===== src/rtl/wave_frame_streamer_if.sv =====
// Output sample stream of the wave frame streamer: valid/ready beats with frame/line markers.
interface wave_frame_streamer_if #(
  parameter int unsigned MAG_W = 16
) ();
  logic             m_valid;
  logic             m_ready;
  logic [MAG_W-1:0] m_data;
  logic             m_sof;
  logic             m_eol;
  logic             m_eof;

  modport master (
    output m_valid,
    output m_data,
    output m_sof,
    output m_eol,
    output m_eof,
    input  m_ready
  );

  modport slave (
    input  m_valid,
    input  m_data,
    input  m_sof,
    input  m_eol,
    input  m_eof,
    output m_ready
  );
endinterface


===== src/rtl/wave_frame_streamer.sv =====
// Raster-scans the wave mesh read port on every accepted frame_done and streams
// |Psi|^2 samples out with sof/eol/eof markers; counts delivered and dropped frames.
// MAG_W must equal the mesh PSI_WIDTH.
module wave_frame_streamer #(
  parameter int unsigned MESH_X = 8,
  parameter int unsigned MESH_Y = 8,
  parameter int unsigned MAG_W  = 16,
  parameter int unsigned CNT_W  = 16
) (
  input  logic                      clk,
  input  logic                      rst,
  input  logic                      stream_en_i,
  input  logic                      frame_done_i,
  output logic [$clog2(MESH_X)-1:0] read_x_o,
  output logic [$clog2(MESH_Y)-1:0] read_y_o,
  input  logic [MAG_W-1:0]          read_magnitude_i,
  wave_frame_streamer_if.master     m_if,
  output logic                      busy_o,
  output logic [CNT_W-1:0]          frame_count_o,
  output logic [CNT_W-1:0]          overrun_count_o,
  output logic                      overrun_o,
  input  logic                      overrun_clr_i
);

  localparam int unsigned X_W = $clog2(MESH_X);
  localparam int unsigned Y_W = $clog2(MESH_Y);

  typedef enum logic {IDLE, SCAN} state_e;

  state_e           state_q, state_d;
  logic [X_W-1:0]   x_q, x_d;
  logic [Y_W-1:0]   y_q, y_d;
  logic             m_valid_q, m_valid_d;
  logic [MAG_W-1:0] m_data_q, m_data_d;
  logic             m_sof_q, m_sof_d;
  logic             m_eol_q, m_eol_d;
  logic             m_eof_q, m_eof_d;
  logic [CNT_W-1:0] frame_cnt_q, frame_cnt_d;
  logic [CNT_W-1:0] ovr_cnt_q, ovr_cnt_d;
  logic             ovr_q, ovr_d;

  logic handshake;
  logic start_req;
  logic load;
  logic x_last;
  logic y_last;

  assign handshake = m_valid_q && m_if.m_ready;
  assign start_req = frame_done_i && stream_en_i;
  assign load      = !m_valid_q || m_if.m_ready;
  assign x_last    = (x_q == X_W'(MESH_X - 1));
  assign y_last    = (y_q == Y_W'(MESH_Y - 1));

  // State, address, output beat and counter registers.
  always_ff @(posedge clk or posedge rst) begin
    if (rst) begin
      state_q     <= IDLE;
      x_q         <= '0;
      y_q         <= '0;
      m_valid_q   <= 1'b0;
      m_data_q    <= '0;
      m_sof_q     <= 1'b0;
      m_eol_q     <= 1'b0;
      m_eof_q     <= 1'b0;
      frame_cnt_q <= '0;
      ovr_cnt_q   <= '0;
      ovr_q       <= 1'b0;
    end else begin
      state_q     <= state_d;
      x_q         <= x_d;
      y_q         <= y_d;
      m_valid_q   <= m_valid_d;
      m_data_q    <= m_data_d;
      m_sof_q     <= m_sof_d;
      m_eol_q     <= m_eol_d;
      m_eof_q     <= m_eof_d;
      frame_cnt_q <= frame_cnt_d;
      ovr_cnt_q   <= ovr_cnt_d;
      ovr_q       <= ovr_d;
    end
  end

  // Next-state: scan sequencing, beat loading, frame and overrun bookkeeping.
  always_comb begin
    state_d     = state_q;
    x_d         = x_q;
    y_d         = y_q;
    m_valid_d   = m_valid_q;
    m_data_d    = m_data_q;
    m_sof_d     = m_sof_q;
    m_eol_d     = m_eol_q;
    m_eof_d     = m_eof_q;
    frame_cnt_d = frame_cnt_q;
    ovr_cnt_d   = ovr_cnt_q;
    ovr_d       = ovr_q;

    if (handshake && m_eof_q) begin
      frame_cnt_d = frame_cnt_q + CNT_W'(1);
    end
    if (overrun_clr_i) begin
      ovr_d = 1'b0;
    end

    unique case (state_q)
      IDLE: begin
        // Drain the last beat; a still-pending beat does not block a new frame.
        if (handshake) begin
          m_valid_d = 1'b0;
          m_sof_d   = 1'b0;
          m_eol_d   = 1'b0;
          m_eof_d   = 1'b0;
        end
        if (start_req) begin
          state_d = SCAN;
          x_d     = '0;
          y_d     = '0;
        end
      end
      SCAN: begin
        // A frame arriving mid-scan is dropped; setting wins over clearing.
        if (start_req) begin
          ovr_cnt_d = ovr_cnt_q + CNT_W'(1);
          ovr_d     = 1'b1;
        end
        if (load) begin
          m_data_d  = read_magnitude_i;
          m_sof_d   = (x_q == '0) && (y_q == '0);
          m_eol_d   = x_last;
          m_eof_d   = x_last && y_last;
          m_valid_d = 1'b1;
          if (x_last) begin
            x_d = '0;
            if (y_last) begin
              y_d     = '0;
              state_d = IDLE;
            end else begin
              y_d = y_q + Y_W'(1);
            end
          end else begin
            x_d = x_q + X_W'(1);
          end
        end
      end
      default: state_d = IDLE;
    endcase
  end

  assign read_x_o        = x_q;
  assign read_y_o        = y_q;
  assign m_if.m_valid    = m_valid_q;
  assign m_if.m_data     = m_data_q;
  assign m_if.m_sof      = m_sof_q;
  assign m_if.m_eol      = m_eol_q;
  assign m_if.m_eof      = m_eof_q;
  assign busy_o          = (state_q == SCAN);
  assign frame_count_o   = frame_cnt_q;
  assign overrun_count_o = ovr_cnt_q;
  assign overrun_o       = ovr_q;

endmodule


===== src/flat_wrapper.sv =====
// flat-port wrapper written by rule: the top's interface ports become plain ports
module wave_frame_streamer_flat 
#(
  parameter int unsigned MESH_X = 8,
  parameter int unsigned MESH_Y = 8,
  parameter int unsigned MAG_W  = 16,
  parameter int unsigned CNT_W  = 16
)
  (clk, rst, stream_en_i, frame_done_i, read_x_o, read_y_o, read_magnitude_i, busy_o, frame_count_o, overrun_count_o, overrun_o, overrun_clr_i, m_if_m_valid, m_if_m_data, m_if_m_sof, m_if_m_eol, m_if_m_eof, m_if_m_ready);
  wave_frame_streamer_if #(.MAG_W(MAG_W)) m_if_i ();
  input  logic clk;
  input  logic rst;
  input  logic stream_en_i;
  input  logic frame_done_i;
  output logic [$clog2(MESH_X)-1:0] read_x_o;
  output logic [$clog2(MESH_Y)-1:0] read_y_o;
  input  logic [MAG_W-1:0] read_magnitude_i;
  output logic busy_o;
  output logic [CNT_W-1:0] frame_count_o;
  output logic [CNT_W-1:0] overrun_count_o;
  output logic overrun_o;
  input  logic overrun_clr_i;
  output wire logic [$bits(m_if_i.m_valid)-1:0] m_if_m_valid;
  output wire logic [$bits(m_if_i.m_data)-1:0] m_if_m_data;
  output wire logic [$bits(m_if_i.m_sof)-1:0] m_if_m_sof;
  output wire logic [$bits(m_if_i.m_eol)-1:0] m_if_m_eol;
  output wire logic [$bits(m_if_i.m_eof)-1:0] m_if_m_eof;
  input wire logic [$bits(m_if_i.m_ready)-1:0] m_if_m_ready;
  assign m_if_m_valid = m_if_i.m_valid;
  assign m_if_m_data = m_if_i.m_data;
  assign m_if_m_sof = m_if_i.m_sof;
  assign m_if_m_eol = m_if_i.m_eol;
  assign m_if_m_eof = m_if_i.m_eof;
  assign m_if_i.m_ready = m_if_m_ready;
  wave_frame_streamer #(.MESH_X(MESH_X), .MESH_Y(MESH_Y), .MAG_W(MAG_W), .CNT_W(CNT_W)) u_core (.clk(clk), .rst(rst), .stream_en_i(stream_en_i), .frame_done_i(frame_done_i), .read_x_o(read_x_o), .read_y_o(read_y_o), .read_magnitude_i(read_magnitude_i), .m_if(m_if_i), .busy_o(busy_o), .frame_count_o(frame_count_o), .overrun_count_o(overrun_count_o), .overrun_o(overrun_o), .overrun_clr_i(overrun_clr_i));
endmodule

===== config.mk =====
export PLATFORM = sky130hd
export DESIGN_NAME = wave_frame_streamer_flat
export DESIGN_NICKNAME = d
export VERILOG_FILES = /design/src/rtl/wave_frame_streamer_if.sv /design/src/rtl/wave_frame_streamer.sv /design/src/flat_wrapper.sv
export SDC_FILE = /design/constraint.sdc
export NUM_CORES = 1
export LEC_CHECK = 0
export ABC_AREA = 1
export CAP_MARGIN = 20
export CORE_ASPECT_RATIO = 1.2
export CORE_MARGIN = 3
export CORE_UTILIZATION = 47
export DETAILED_ROUTE_END_ITERATION = 10
export PLACE_DENSITY = 0.79
export SLEW_MARGIN = 10
export SYNTH_ARGS = -nofsm -noshare
export SYNTH_HDL_FRONTEND = slang
export SYNTH_SLANG_ARGS = --single-unit
export TNS_END_PERCENT = 30

===== constraint.sdc =====
create_clock -name clk -period 2.4 [get_ports clk]
set_input_delay 0.36 -clock clk [delete_from_list [all_inputs] [get_ports clk]]
set_output_delay 0.36 -clock clk [all_outputs]
set_load 0.05 [all_outputs]

==> flow_summary.ini <==
[synth]
synth-warning-count = 0
yosys.area_share.simple = 0.283
synthDominantCellAreaShare = 0.530
synth_top_area_cell = dfrtp_1
ys_seq_elements = 60
post_synth_inst_count = 330
syn_area_sq_um = 2830
synth_xor_xnor_area_share = 0.0618
synthDistinctLibCells = 24
synthesis.area_per_instance_sq_um = 8.58
syn-num-nets = 362
synth-compound-area-share = 0.0274
synthAdderAreaFrac = 0.0442
synth_sequential_area_ratio = 0.530
combinational_family_with_the_most_area_after_synthesis = simple AND/OR/NAND/NOR gates
yosys-top-cells-area = dfrtp_1 53%, nand2_1 16%, inv_1 4.6%, ha_1 4.4%, xor2_1 4.0%
synth_mux_area_frac = 0

[global_route]
overflow = 0
grt_antenna_before_repair = 0
grt_pass1_vias = 2365
track_usage = 0.195
wire_length_of_the_first_global_routing_pass_um = 11000
grt_start_max_net_pins = 34

[clock_tree]
cts_setup_buffers = 0
worst_skew_pair.late_latency_ps = 330
clock_path_buffers = 2
path_clk_slew_ps = 70
cts-htree-levels = 3
tritoncts = yes
numClockSinks = 60
numCtsBuffers = 9
master_cell_of_the_clock_root_buffer = clkbuf_8
cts_resized = 0
cts.hold.buffers_added = 0

[worst_setup_path]
path_depth = 1
worst_setup_path_start_kind = flop
critPathArrivalTime_ps = 1740
critical_path_start_end_classification = flop to output pin
cp_max_fo = 7
r2r-end = u_core.frame_count_o[12]$_DFFE_PP0P_
cp_slowest_stage_delay_ps = 870
worst_r2r_path_depth = 5
worstPathRequired_ps = 2040
crit_path_end_kind = output pin
crit_slowest_cell = clkdlybuf4s50_1
crit_buf_inv = 1
worstReg2RegStart = u_core.m_if.m_valid$_DFFE_PP0P_
crit_path_end = busy_o
critPathLaunch = u_core.busy_o$_DFF_PP0_
timing.critical_path.cells = clkdlybuf4s50_1
worst_path_dominant_cell_family = buffers and inverters
reg2reg_slack_ps = 920

[detailed_routing]
detailroute.via_count = 2439
dr.first_iter.drc_count = 146
routed_via_density = 4.82
drt_drc_violations_left = 0
finalWirelength_um = 6380
avgRoutedWirePerCell_um = 12.6
drt.antenna.violating_nets = 0
drt_first_pass_iters = 4

[cells_and_area]
syn_to_final_growth_pct = 41.5
final_nets = 453
layout-drive-gt1-share = 0.0728
n_antenna_cell = 0
finish.utilization = 0.698

[timing]
setup_ws_ps = 304
maxSlewViolCount = 0
finalSetupViolCount = 0
grt_setup_unrepaired = no
finalHoldViolations = 0
skew_ps = 10.5
max-slew-margin-rel = 0.606
final.setup.tns_ps = 0
worst-slew-pin-transition_ps = 591
maximum_achievable_frequency_mhz = 477
min_period_ps = 2100
period_share = 0.873

[worst_hold_path]
hold_class = primary input to asynchronous set/reset pin

[floorplan]
core.rowCount = 30
die-width_um = 76.9
die-height_um = 91.0
die_area_sq_um = 7000
io_pins = 82
initial_core_utilization = 0.493
floorplan.core_area_sq_um = 5740

[pwr]
post-layout-total-power_uw = 3550
p_per_area_nw_per_um2 = 884
power.leakage_uw = 0.00196
max-vdd-ir-drop_uv = 630

[status]
status = finished clean

[place]
portBuffers = 81
place_worst_setup_slack_ps = 489
post-dp-hpwl_um = 4790
gp_routability_congestion = 0.883

[flow_run]
cap_violations = 0
[routing by layer]
layer / up-vias / part of all wire / GRT usage
met5: - / 0 / 0
met4: 0 / 0.026 / 0.0921
met3: 15 / 0.058 / 0.0575
met2: 69 / 0.49 / 0.312
met1: 1152 / 0.42 / 0.243
li1: 1203 / - / -
[final cells by class]
type	instances	area, sq um
fillers	463	1730
flip-flops and latches	60	1500
multi-input cells	230	1180
repair buffers	83	838
clock buffers	12	155
inverters	37	139
well taps	80	100
clock inverters	4	95.1
[power breakdown]
| part | leakage [uW] | switching (uW) | internal, uW | total [uW] |
|---|---|---|---|---|
| clock | 0.000127 | 390 | 746 | 1140 |
| combinational | 0.00107 | 756 | 373 | 1130 |
| sequential | 0.000759 | 133 | 1150 | 1280 |
| total | 0.00196 | 1280 | 2270 | 3550 |
[synthesized netlist by cell type (all sizes together)]
cell / number
nor2: 33
ha: 10
nand2: 122
a21oi: 2
nand3: 19
xnor2: 7
dfrtp: 60
nor3: 2
nand4: 5
clkbuf: 2
xor2: 13
buf: 1
o21ai: 12
o21bai: 1
inv: 37
nand3b: 4
[worst min path at each step]
stage / cells after the start / startpoint / slack (ps) / endpoint
detailed placement: 2 / u_core.m_if.m_data[13]$_DFFE_PP0P_ / 460 / u_core.m_if.m_data[13]$_DFFE_PP0P_
floorplan: 1 / overrun_clr_i / 460 / u_core.overrun_o$_DFF_PP0_
CTS: 2 / rst / 440 / u_core.overrun_count_o[6]$_DFFE_PP0P_
global placement: 2 / u_core.m_if.m_data[13]$_DFFE_PP0P_ / 460 / u_core.m_if.m_data[13]$_DFFE_PP0P_
finish: 2 / rst / 410 / u_core.overrun_count_o[6]$_DFFE_PP0P_
global route: 2 / rst / 460 / u_core.overrun_count_o[10]$_DFFE_PP0P_
[sequential cells by signal, summed over array words and instances, names as in the netlist]
register / count
u_core.m_if.m_sof: 1
u_core.m_if.m_valid: 1
u_core.m_if.m_eol: 1
u_core.overrun_o: 1
u_core.busy_o: 1
u_core.m_if.m_data: 16
u_core.frame_count_o: 16
u_core.read_y_o: 3
u_core.m_if.m_eof: 1
u_core.read_x_o: 3
u_core.overrun_count_o: 16
[metrics by stage]
stage / hold WS [ps] / cell area, sq um / std cells
2_1_floorplan: 456 / 2830 / 330
5_1_grt: 462 / 4010 / 506
3_3_place_gp: 462 / 3760 / 490
4_1_cts: 439 / 4010 / 506
6_report: 412 / 4010 / 506
3_5_place_dp: 464 / 3760 / 490
[layout by cell type (no fill, tap or decap), drive strengths merged, types with 2 or more instances in the layout]
master and n:
nand2 122, clkdlybuf4s50 81, dfrtp 60, inv 37, nor2 33, nand3 19
xor2 13, o21ai 12, clkbuf 12, ha 10, xnor2 7, nand4 5
nand3b 4, bufinv 3, nor3 2, a21oi 2, buf 2
[cell families (layout without fill, tap and decap cells)]
logic type	count (synthesis)	in the layout
flip-flops	60	60
XOR/XNOR	20	20
adder cells (fa/ha/maj)	10	10
AND/OR/NAND/NOR	185	185
buffers and inverters	40	136
AO/OA/AOI/OAI	15	15
(Power assumes the default switching activity.)
